==> config.mk <==
export PLATFORM = sky130hd
export DESIGN_NAME = hub_rx_arbiter
export DESIGN_NICKNAME = d
export VERILOG_FILES = /design/src/rtl/hub_pkg.sv /design/src/rtl/hub_rr_arbiter.sv /design/src/rtl/hub_rx_arbiter.sv
export SDC_FILE = /design/constraint.sdc
export NUM_CORES = 1
export LEC_CHECK = 0
export ABC_AREA = 1
export CORE_ASPECT_RATIO = 1.2
export CORE_MARGIN = 4
export CORE_UTILIZATION = 60
export CTS_CLUSTER_DIAMETER = 30
export DETAILED_ROUTE_END_ITERATION = 12
export DONT_BUFFER_PORTS = 1
export PLACE_DENSITY_LB_ADDON = 0.05
export SLEW_MARGIN = 5
export SYNTH_ARGS = -nofsm -noshare
export SYNTH_HDL_FRONTEND = slang
export SYNTH_SLANG_ARGS = --single-unit
==> constraint.sdc <==
create_clock -name clk -period 2.4 [get_ports clk]
set_input_delay 0.12 -clock clk [delete_from_list [all_inputs] [get_ports clk]]
set_output_delay 0.12 -clock clk [all_outputs]
set_load 0.1 [all_outputs]
==> src/rtl/hub_pkg.sv <==
// Shared types, default constants and lane helper for the hub receive arbiter.
package hub_pkg;

    typedef enum logic [1:0] {
        IDLE    = 2'd0,
        FWD     = 2'd1,
        DISCARD = 2'd2,
        IFG     = 2'd3
    } hub_state_e;

    localparam int DEFAULT_MAX_FRAME_BYTES = 32'sd1522;
    localparam int DEFAULT_IFG_CYCLES      = 32'sd12;
    localparam int MAX_PORTS               = 32'sd8;

    // Byte lane of one port, taken from a bus zero-extended to MAX_PORTS lanes.
    function automatic logic [7:0] lane_byte(input logic [8*MAX_PORTS-1:0] lanes,
                                             input logic [2:0]             idx);
        return lanes[{idx, 3'b000} +: 8];
    endfunction

endpackage

==> src/rtl/hub_rr_arbiter.sv <==
// Combinational round-robin selector: first requesting port after rr_ptr, with wrap.
module hub_rr_arbiter
    import hub_pkg::*;
#(
    parameter  int NUM_PORTS = 4,
    localparam int PW        = $clog2(NUM_PORTS)
) (
    input  logic [NUM_PORTS-1:0] req,
    input  logic [PW-1:0]        rr_ptr,
    output logic [PW-1:0]        grant_idx,
    output logic                 grant_any
);

    logic [PW-1:0] cand_s;

    // Walk from the farthest candidate to the nearest so the nearest requester wins.
    always_comb begin
        grant_idx = '0;
        grant_any = 1'b0;
        cand_s    = '0;
        for (int k = NUM_PORTS; k > 32'sd0; k--) begin
            cand_s    = PW'((int'(rr_ptr) + k) % NUM_PORTS);
            grant_idx = req[cand_s] ? cand_s : grant_idx;
            grant_any = grant_any | req[cand_s];
        end
    end

endmodule

==> src/rtl/hub_rx_arbiter.sv <==
// Hub receive arbiter: grants one receive port per frame onto the shared forwarding
// path, drives carrier sense, enforces max frame length and inter-frame gap.
module hub_rx_arbiter
    import hub_pkg::*;
#(
    parameter  int NUM_PORTS       = 4,
    parameter  int MAX_FRAME_BYTES = DEFAULT_MAX_FRAME_BYTES,
    parameter  int IFG_CYCLES      = DEFAULT_IFG_CYCLES,
    localparam int PW              = $clog2(NUM_PORTS),
    localparam int LW              = $clog2(MAX_FRAME_BYTES + 1)
) (
    input  logic                   clk,
    input  logic                   reset,
    input  logic [8*NUM_PORTS-1:0] port_rx_data,
    input  logic [NUM_PORTS-1:0]   port_rx_valid,
    output logic [7:0]             fwd_data,
    output logic                   fwd_valid,
    output logic                   fwd_sof,
    output logic                   fwd_done,
    output logic                   fwd_abort,
    output logic [PW-1:0]          fwd_port,
    output logic [NUM_PORTS-1:0]   carrier_sense,
    output logic                   collision,
    output logic [15:0]            collision_cnt
);

    localparam logic [LW-1:0]        CNT_ONE  = LW'(1'b1);
    localparam logic [LW-1:0]        CNT_MAX  = LW'(MAX_FRAME_BYTES);
    localparam logic [LW-1:0]        IFG_LAST = LW'(IFG_CYCLES - 32'sd1);
    localparam logic [NUM_PORTS-1:0] PORT_ONE = NUM_PORTS'(1'b1);
    localparam logic [PW-1:0]        PTR_INIT = PW'(NUM_PORTS - 32'sd1);

    hub_state_e             state_r, state_s;
    logic [LW-1:0]          cnt_r, cnt_s;
    logic [PW-1:0]          rr_ptr_r, rr_ptr_s;
    logic [PW-1:0]          port_r, port_s;
    logic [PW-1:0]          grant_idx_s, grantee_s;
    logic                   grant_any_s;
    logic [7:0]             data_r, data_s;
    logic                   valid_r, valid_s;
    logic                   sof_r, sof_s;
    logic                   done_r, done_s;
    logic                   abort_r, abort_s;
    logic [NUM_PORTS-1:0]   cs_r, cs_s;
    logic                   coll_r, coll_s;
    logic [15:0]            coll_cnt_r, coll_cnt_s;
    logic                   own_valid_s;
    logic [7:0]             own_byte_s, win_byte_s;
    logic [8*MAX_PORTS-1:0] lanes_s;

    assign lanes_s     = (8*MAX_PORTS)'(port_rx_data);
    assign own_valid_s = port_rx_valid[port_r];
    assign own_byte_s  = lane_byte(lanes_s, 3'(port_r));
    assign win_byte_s  = lane_byte(lanes_s, 3'(grant_idx_s));

    hub_rr_arbiter #(.NUM_PORTS(NUM_PORTS)) u_rr (
        .req       (port_rx_valid),
        .rr_ptr    (rr_ptr_r),
        .grant_idx (grant_idx_s),
        .grant_any (grant_any_s)
    );

    // Frame FSM: grant, forward, truncate, gap; byte and gap share one counter.
    always_comb begin
        state_s  = state_r;
        cnt_s    = cnt_r;
        rr_ptr_s = rr_ptr_r;
        port_s   = port_r;
        data_s   = data_r;
        valid_s  = 1'b0;
        sof_s    = 1'b0;
        done_s   = 1'b0;
        abort_s  = 1'b0;
        case (state_r)
            IDLE: begin
                if (grant_any_s) begin
                    state_s  = FWD;
                    rr_ptr_s = grant_idx_s;
                    port_s   = grant_idx_s;
                    data_s   = win_byte_s;
                    valid_s  = 1'b1;
                    sof_s    = 1'b1;
                    cnt_s    = CNT_ONE;
                end else begin
                    cnt_s = '0;
                end
            end
            FWD: begin
                if (!own_valid_s) begin
                    state_s = IFG;
                    done_s  = 1'b1;
                    cnt_s   = '0;
                end else if (cnt_r == CNT_MAX) begin
                    state_s = DISCARD;
                    abort_s = 1'b1;
                end else begin
                    data_s  = own_byte_s;
                    valid_s = 1'b1;
                    cnt_s   = cnt_r + CNT_ONE;
                end
            end
            DISCARD: begin
                if (!own_valid_s) begin
                    state_s = IFG;
                    cnt_s   = '0;
                end else begin
                    state_s = DISCARD;
                end
            end
            IFG: begin
                if (cnt_r == IFG_LAST) begin
                    state_s = IDLE;
                    cnt_s   = '0;
                end else begin
                    cnt_s = cnt_r + CNT_ONE;
                end
            end
            default: begin
                state_s = IDLE;
                cnt_s   = '0;
            end
        endcase
    end

    // Carrier sense reflects the state being entered, so it lines up with the data.
    always_comb begin
        case (state_s)
            FWD, DISCARD: cs_s = ~(PORT_ONE << port_s);
            IFG:          cs_s = {NUM_PORTS{1'b1}};
            IDLE:         cs_s = {NUM_PORTS{1'b0}};
            default:      cs_s = {NUM_PORTS{1'b0}};
        endcase
    end

    // Any valid port other than the current (or just-chosen) owner is a collision.
    always_comb begin
        if (state_r == IDLE) begin
            grantee_s = grant_idx_s;
        end else begin
            grantee_s = port_r;
        end
        coll_s = |(port_rx_valid & ~(PORT_ONE << grantee_s));
        if (coll_s && (coll_cnt_r != 16'hFFFF)) begin
            coll_cnt_s = coll_cnt_r + 16'd1;
        end else begin
            coll_cnt_s = coll_cnt_r;
        end
    end

    // Control state registers.
    always_ff @(posedge clk or negedge reset) begin
        if (!reset) begin
            state_r  <= IDLE;
            cnt_r    <= '0;
            rr_ptr_r <= PTR_INIT;
        end else begin
            state_r  <= state_s;
            cnt_r    <= cnt_s;
            rr_ptr_r <= rr_ptr_s;
        end
    end

    // Output registers.
    always_ff @(posedge clk or negedge reset) begin
        if (!reset) begin
            port_r     <= '0;
            data_r     <= 8'h00;
            valid_r    <= 1'b0;
            sof_r      <= 1'b0;
            done_r     <= 1'b0;
            abort_r    <= 1'b0;
            cs_r       <= '0;
            coll_r     <= 1'b0;
            coll_cnt_r <= 16'h0000;
        end else begin
            port_r     <= port_s;
            data_r     <= data_s;
            valid_r    <= valid_s;
            sof_r      <= sof_s;
            done_r     <= done_s;
            abort_r    <= abort_s;
            cs_r       <= cs_s;
            coll_r     <= coll_s;
            coll_cnt_r <= coll_cnt_s;
        end
    end

    assign fwd_data      = data_r;
    assign fwd_valid     = valid_r;
    assign fwd_sof       = sof_r;
    assign fwd_done      = done_r;
    assign fwd_abort     = abort_r;
    assign fwd_port      = port_r;
    assign carrier_sense = cs_r;
    assign collision     = coll_r;
    assign collision_cnt = coll_cnt_r;

endmodule

==> results.sh, run 1 <==
export IMPL_crit_chain="inv_6 > nand2_2 > nand3_1 > nand2_1 > inv_1 > nand2_1 > nand2_2 > nand2_2 > nand2_1 > nand2_1 > nand3_1 > nand2_1 > nand2_1 > inv_1 > nand2_4 > nand3_1 > nand2_1"
export IMPL_crit_required_ns=2.59
export IMPL_cts_sinks=50
export IMPL_synth_area_um2=3136
export IMPL_syn_nets=467
export IMPL_port_buffer_count=0
export IMPL_cts_tree="yes"
export IMPL_overflow=0
export IMPL_vdd_drop_max_uv=516.0
export IMPL_cts_buffers=5
export IMPL_fp_dieH_um=87.19
export IMPL_switching_power_mw=1.187
export IMPL_timing_critical_path_mode_cell="nand2_1"
export IMPL_drv_slew=0
export IMPL_slowest_stage="dfstp_2"
export IMPL_start_kind="register"
export IMPL_crit_buf_inv=3
export IMPL_firstDrtPassIters=5
export IMPL_syn_area_per_cell_um2=7.378
export IMPL_clk_latency_ns=0.30
export IMPL_htree_levels=2
export IMPL_postPlaceCellArea_um2=3402
export IMPL_track_usage_pct=24.25
export IMPL_dp_cells=507
export IMPL_antenna_found_initial=0
export IMPL_final_setup_tns_ns=0
export IMPL_period_share_pct=89.87
export IMPL_hp_class="primary input to register"
export IMPL_gp_congestion=0.8949
export IMPL_criticalPathCategory="register to register"
export IMPL_grt_max_degree=51
export IMPL_ys_async_sr_fraction_pct=100.0
export IMPL_instances_no_fill=518
export IMPL_status="finished clean"
export IMPL_end_kind="register"
export IMPL_viasPerCell=5.606
export IMPL_drive_above_1_share_pct=19.21
export IMPL_syn_to_final_growth_pct=13.29
export IMPL_io_pins=73
export IMPL_ctsResizeCount=0
export IMPL_p_clk_share_pct=19.1
export IMPL_wire_per_inst_um=14.25
export IMPL_vias=2904
export IMPL_postSynthCellCount=425
export IMPL_grt_first_pass_wirelength_mm=12.49
export IMPL_yosysMostFrequentCell="nand2_1"
export IMPL_clk_pin_slew_ns=0.10
export IMPL_diodes=0
export IMPL_synth_enable_flop_cells=0
export IMPL_ys_seq_elements=50
export IMPL_yosys_warnings=0
export IMPL_core_um2=5010
export IMPL_fin_area_um2=3552
export IMPL_setup_viol_count_final=0
export IMPL_cpPeakStageDelay_ns=0.64
export IMPL_crit_fanout=17
export IMPL_netlist_top_cells_count="nand2_1, inv_1, dfrtp_1"
export IMPL_fin_nets=499
export IMPL_start_util_pct=62.59
export IMPL_period_minus_slack_ns=2.157
export IMPL_power_density_nw_per_um2=752.3
export IMPL_p_seq_share_pct=43.5
export IMPL_final_hold_violation_count=0
export IMPL_drt_iter0_markers=148
export IMPL_cp_top_family="simple AND/OR/NAND/NOR gates"
export IMPL_ys_flop_type="dfrtp_1"
export IMPL_p_int_mw=1.486
export IMPL_fin_util_pct=70.90
export IMPL_ys_types=35
export IMPL_num_rows=28
export IMPL_yosysSeqAreaShare_pct=39.98
export IMPL_cp_arrival_ns=2.35
export IMPL_drt_total_wl_mm=7.381
export IMPL_timing_fmax_ghz=0.4637
export IMPL_pwr_share_comb_pct=37.4
export IMPL_route_detailed_drc=0
export IMPL_die_w_um=73.99
export IMPL_synth_area_leaders="dfrtp_1, nand2_1, inv_1"
export IMPL_rsz0062_at_grt="no"
export IMPL_grt_pass1_vias=2720
export IMPL_leakagePower_nw=1.928
export IMPL_post_dp_hpwl_mm=5.459
export IMPL_final_antenna_net_count=0
export IMPL_p_sw_share_pct=44.40
export IMPL_fin_worst_skew_ns=0.01004
export IMPL_cts_root_buf="clkbuf_8"
export IMPL_slew_headroom_pct=38.20
export IMPL_drv_cap=0
export IMPL_yosys_area_top_type="dfrtp_1"
export IMPL_synth_top_cell_area_share_pct=38.31
export IMPL_tightest_slew_ns=0.9277
export IMPL_cts_max_path_buffers=2
export IMPL_dieArea_um2=6451
## through the flow
step / hold WS (ns) / setup WS, ns / power (mW)
floorplan: -0.1756 / 0.01458 / 1.934
global placement: -0.1740 / 0.2136 / 2.118
detailed placement: -0.1739 / 0.1504 / 2.147
CTS: 0.03007 / 0.1283 / 2.686
global route: 0.03151 / 0.01192 / 2.848
finish: 0.03376 / 0.2432 / 2.672
## worst register-to-register path, delay by kind of cell, from the launching register on
kind                   cells  cell delay [ns]
flip-flops                 1             0.64
buffers and inverters      3             0.22
AND/OR/NAND/NOR           14             1.18
## final timing paths
path	from	endpoint	slack (ns)	cells after the start
worst max register to register	rr_ptr_r[0]	collision_cnt[0]	0.24	17
worst max-delay path	rr_ptr_r[0]	collision_cnt[0]	0.24	17
worst min register to register	fwd_data[2]	fwd_data[2]	0.53	2
worst min-delay path	port_rx_data[13]	fwd_data[5]	0.03	4
min in group asynchronous	reset	collision_cnt[2]	0.32	2
max in group asynchronous	reset	rr_ptr_r[0]	1.79	2
## what timing repair did
item / 4_1_cts / 5_1_grt
endpoints found under the setup margin: 0 / 16
hold buffers: 2 / 0
hold endpoints to repair: 50 / 0
setup buffers: 0 / 1
## placed cells by master, fill, tap and decap left out, types with 3 or more instances in the layout
cell type,count
nand2_1,124
inv_1,53
dfrtp_1,42
nand3_1,37
buf_4,30
a21oi_1,22
o21ai_0,21
nand2_2,18
nor2_1,14
o21ai_1,11
xor2_1,10
nor4_1,7
dfrtp_2,6
inv_2,5
nand3_2,5
nor3_1,5
a22oi_1,5
clkbuf_8,5
nand4_1,4
xnor2_1,4
ha_1,4
o21ai_4,3
## per-layer routing
| layer | track usage [%] | vias to the layer above | part of all wire [%] |
|---|---|---|---|
| li1 | - | 1442 | - |
| met2 | 40.40 | 100 | 50 |
| met4 | 5.766 | 0 | 1.2 |
| met3 | 4.965 | 12 | 6.8 |
| met1 | 32.20 | 1350 | 42 |
| met5 | 0 | - | 0 |
## flip-flops by register name (all words and copies together) (netlist names), 2 cells and up
register,count
carrier_sense,4
cnt_r,11
collision_cnt,16
fwd_data,8
fwd_port,2
rr_ptr_r,2
state_r,2
## power by group through the flow
stage               sequential [mW]  clock (mW)  combinational [mW]
floorplan                      1.50           0               0.436
global route                   1.19       0.561                1.10
detailed placement             1.17           0               0.973
CTS                            1.16       0.526                1.00
finish                         1.16       0.510                1.00
global placement               1.17           0               0.951
## kinds of logic after synthesis
| logic type | count (synthesis) | share of synthesized area [%] |
|---|---|---|
| simple gates | 219 | 32.00 |
| compound gates | 70 | 13.21 |
| buf+inv | 68 | 9.298 |
| flops | 50 | 39.98 |
| xor+xnor | 14 | 3.910 |
| fa+ha+maj | 4 | 1.596 |
## area by class of cell
class                   count  area [µm²]
clock buffers               5       68.82
clock inverters             3       23.77
fillers                   397        1458
inverters                  59       226.5
multi-input cells         307        1594
flip-flops and latches     50        1261
well taps                  60       75.07
repair buffers             34       302.8
(Power assumes the default switching activity.)
==> run 2: changes to the inputs <==
Settings changed: GPL_TIMING_DRIVEN set to 0.
==> run 2 against run 1 <==
Sequential power up 34%. Wire length down 2.2%. Register-to-register slack worse by 0.06 ns. Critical path depth down 6. First-iteration DRC count up 3.4%. Hold slack worse by 0.0087 ns. Power up 2.9%. Utilization down 1.3 points. Via count down 1.7%. Non-clock buffer count down 17. Clock power up 22%. Count of clock-buffer cells in the layout unchanged. Largest cell class unchanged.
==> results.sh, run 2 (synthesis gave the netlist of run 1 again) <==
export IMPL_final_hold_violation_count=0
export IMPL_tightest_slew_ns=1.041
export IMPL_layout_commonest_cell="nand2_1"
export IMPL_cts_buffers=5
export IMPL_core_um2=5010
export IMPL_vias=2856
export IMPL_period_share_pct=92.45
export IMPL_instances_no_fill=501
export IMPL_start_util_pct=62.59
export IMPL_grt_first_pass_wirelength_mm=11.81
export IMPL_drt_iter0_markers=153
export IMPL_slew_headroom_pct=30.63
export IMPL_viasPerCell=5.701
export IMPL_rsz0062_at_grt="yes"
export IMPL_drt_total_wl_mm=7.215
export IMPL_period_minus_slack_ns=2.219
export IMPL_drv_cap=0
export IMPL_fp_dieH_um=87.19
export IMPL_status="finished clean"
export IMPL_place_ws_ns=-0.3079
export IMPL_fin_worst_skew_ns=0.007388
export IMPL_cts_max_path_buffers=2
export IMPL_crit_fanout=10
export IMPL_overflow=0
export IMPL_final_seq_area_um2=1284
export IMPL_largest_reg_flops=16
export IMPL_leakagePower_nw=1.837
export IMPL_clk_latency_ns=0.31
export IMPL_drv_slew=0
export IMPL_setup_viol_count_final=0
export IMPL_cts_tree="yes"
export IMPL_die_w_um=73.99
export IMPL_gp_congestion=0.8422
export IMPL_fin_nets=482
export IMPL_syn_to_final_growth_pct=11.17
export IMPL_end_kind="register"
export IMPL_criticalPathCategory="register to register"
export IMPL_n_fill_cell=439
export IMPL_cts_sinks=50
export IMPL_final_setup_tns_ns=0
export IMPL_crit_required_ns=2.65
export IMPL_antenna_found_initial=0
export IMPL_route_detailed_drc=0
export IMPL_grt_max_degree=51
export IMPL_start_kind="register"
export IMPL_firstDrtPassIters=4
export IMPL_post_dp_hpwl_mm=5.198
export IMPL_multi_input_area_um2=1629
export IMPL_finalWorstSetupSlack_ns=0.1811
export IMPL_final_antenna_net_count=0
export IMPL_dieArea_um2=6451
export IMPL_num_rows=28
export IMPL_track_usage_pct=23.06
export IMPL_power_density_nw_per_um2=789.0
export IMPL_io_pins=73
export IMPL_drive_above_1_share_pct=18.37
export IMPL_cts_root_buf="clkbuf_8"
export IMPL_grt_pass1_vias=2692
export IMPL_clk_pin_slew_ns=0.10
export IMPL_cp_arrival_ns=2.46
export IMPL_timing_fmax_ghz=0.4507
export IMPL_diodes=0
export IMPL_wire_per_inst_um=14.40
export IMPL_hp_class="primary input to register"
export IMPL_dp_cells=485
export IMPL_port_buffer_count=0
export IMPL_htree_levels=2
export IMPL_final_cell_mix="nand2_1, inv_1, nand3_1, dfrtp_1, a21oi_1"
export IMPL_vdd_drop_max_uv=479.6
## run 2: cell count changes in the layout (fill, tap and decap cells not counted), moves of 2 or more
cell and delta:
dfrtp_1 -6, buf_6 +4, nor2_1 -2, dfrtp_4 +6, buf_2 +3, buf_4 -24
buf_12 -2, nor2_2 +2
## run 2: area by class of cell
type / count / area share, %
Sequential cell: 50 / 36.83
Inverter: 59 / 6.497
Buffer: 9 / 2.046
Clock inverter: 3 / 1.400
Multi-Input combinational cell: 307 / 46.73
Timing Repair Buffer: 8 / 2.369
Clock buffer: 5 / 1.974
Tap cell: 60 / 2.154
## run 2: repair_timing
item                       CTS  global route
hold buffers                 2             0
buffers inserted             2             4
gates cloned                 0             0
gates resized for setup     11            12
hold endpoints to repair    50             0
pin swaps                    1             3
setup endpoints to repair   40            32
## run 2: critical path, cell delays in order, from the launching register on
cell and delay [ns]:
dfrtp_4 0.66, ha_4 0.20, nand3_2 0.11, nor2_2 0.15, inv_1 0.08, nor2_2 0.12
and3_4 0.22, nand4_4 0.14, o21ai_4 0.16, buf_6 0.16, nand2_1 0.07, nand2_1 0.08
## run 2: path summary, 6_finish.rpt
check	start	to	slack [ns]	depth (start not counted)
max	collision_cnt[0]	collision_cnt[8]	0.18	11
min	port_rx_data[31]	fwd_data[7]	0.03	4
max reg2reg	collision_cnt[0]	collision_cnt[8]	0.18	11
min reg2reg	cnt_r[9]	cnt_r[9]	0.55	1
max in group asynchronous	reset	rr_ptr_r[0]	1.83	2
min in group asynchronous	reset	fwd_done	0.31	2
## run 2: metal layers
| layer | up-vias | GRT usage (%) | part of all wire [%] |
|---|---|---|---|
| li1 | 1409 | - | - |
| met1 | 1339 | 28.23 | 42 |
| met2 | 98 | 39.19 | 50 |
| met3 | 10 | 5.196 | 6.2 |
| met4 | 0 | 8.567 | 1.7 |
| met5 | - | 0 | 0 |
## run 2: through the flow
stage	power [mW]	area [µm²]	hold slack [ns]	util, %
5_1_grt	2.905	3486	0.04261	69.58
3_5_place_dp	2.063	3218	-0.1738	64.24
4_1_cts	2.725	3416	0.01823	68.18
3_3_place_gp	2.039	3218	-0.1738	64.24
6_report	2.750	3486	0.02506	69.58
2_1_floorplan	1.934	3143	-0.1756	-
## run 2: power breakdown
group / total, mW / switching (mW) / internal, mW
logic: 0.581 / 0.338 / 0.243
registers: 1.55 / 0.557 / 0.991
clock network: 0.621 / 0.303 / 0.318
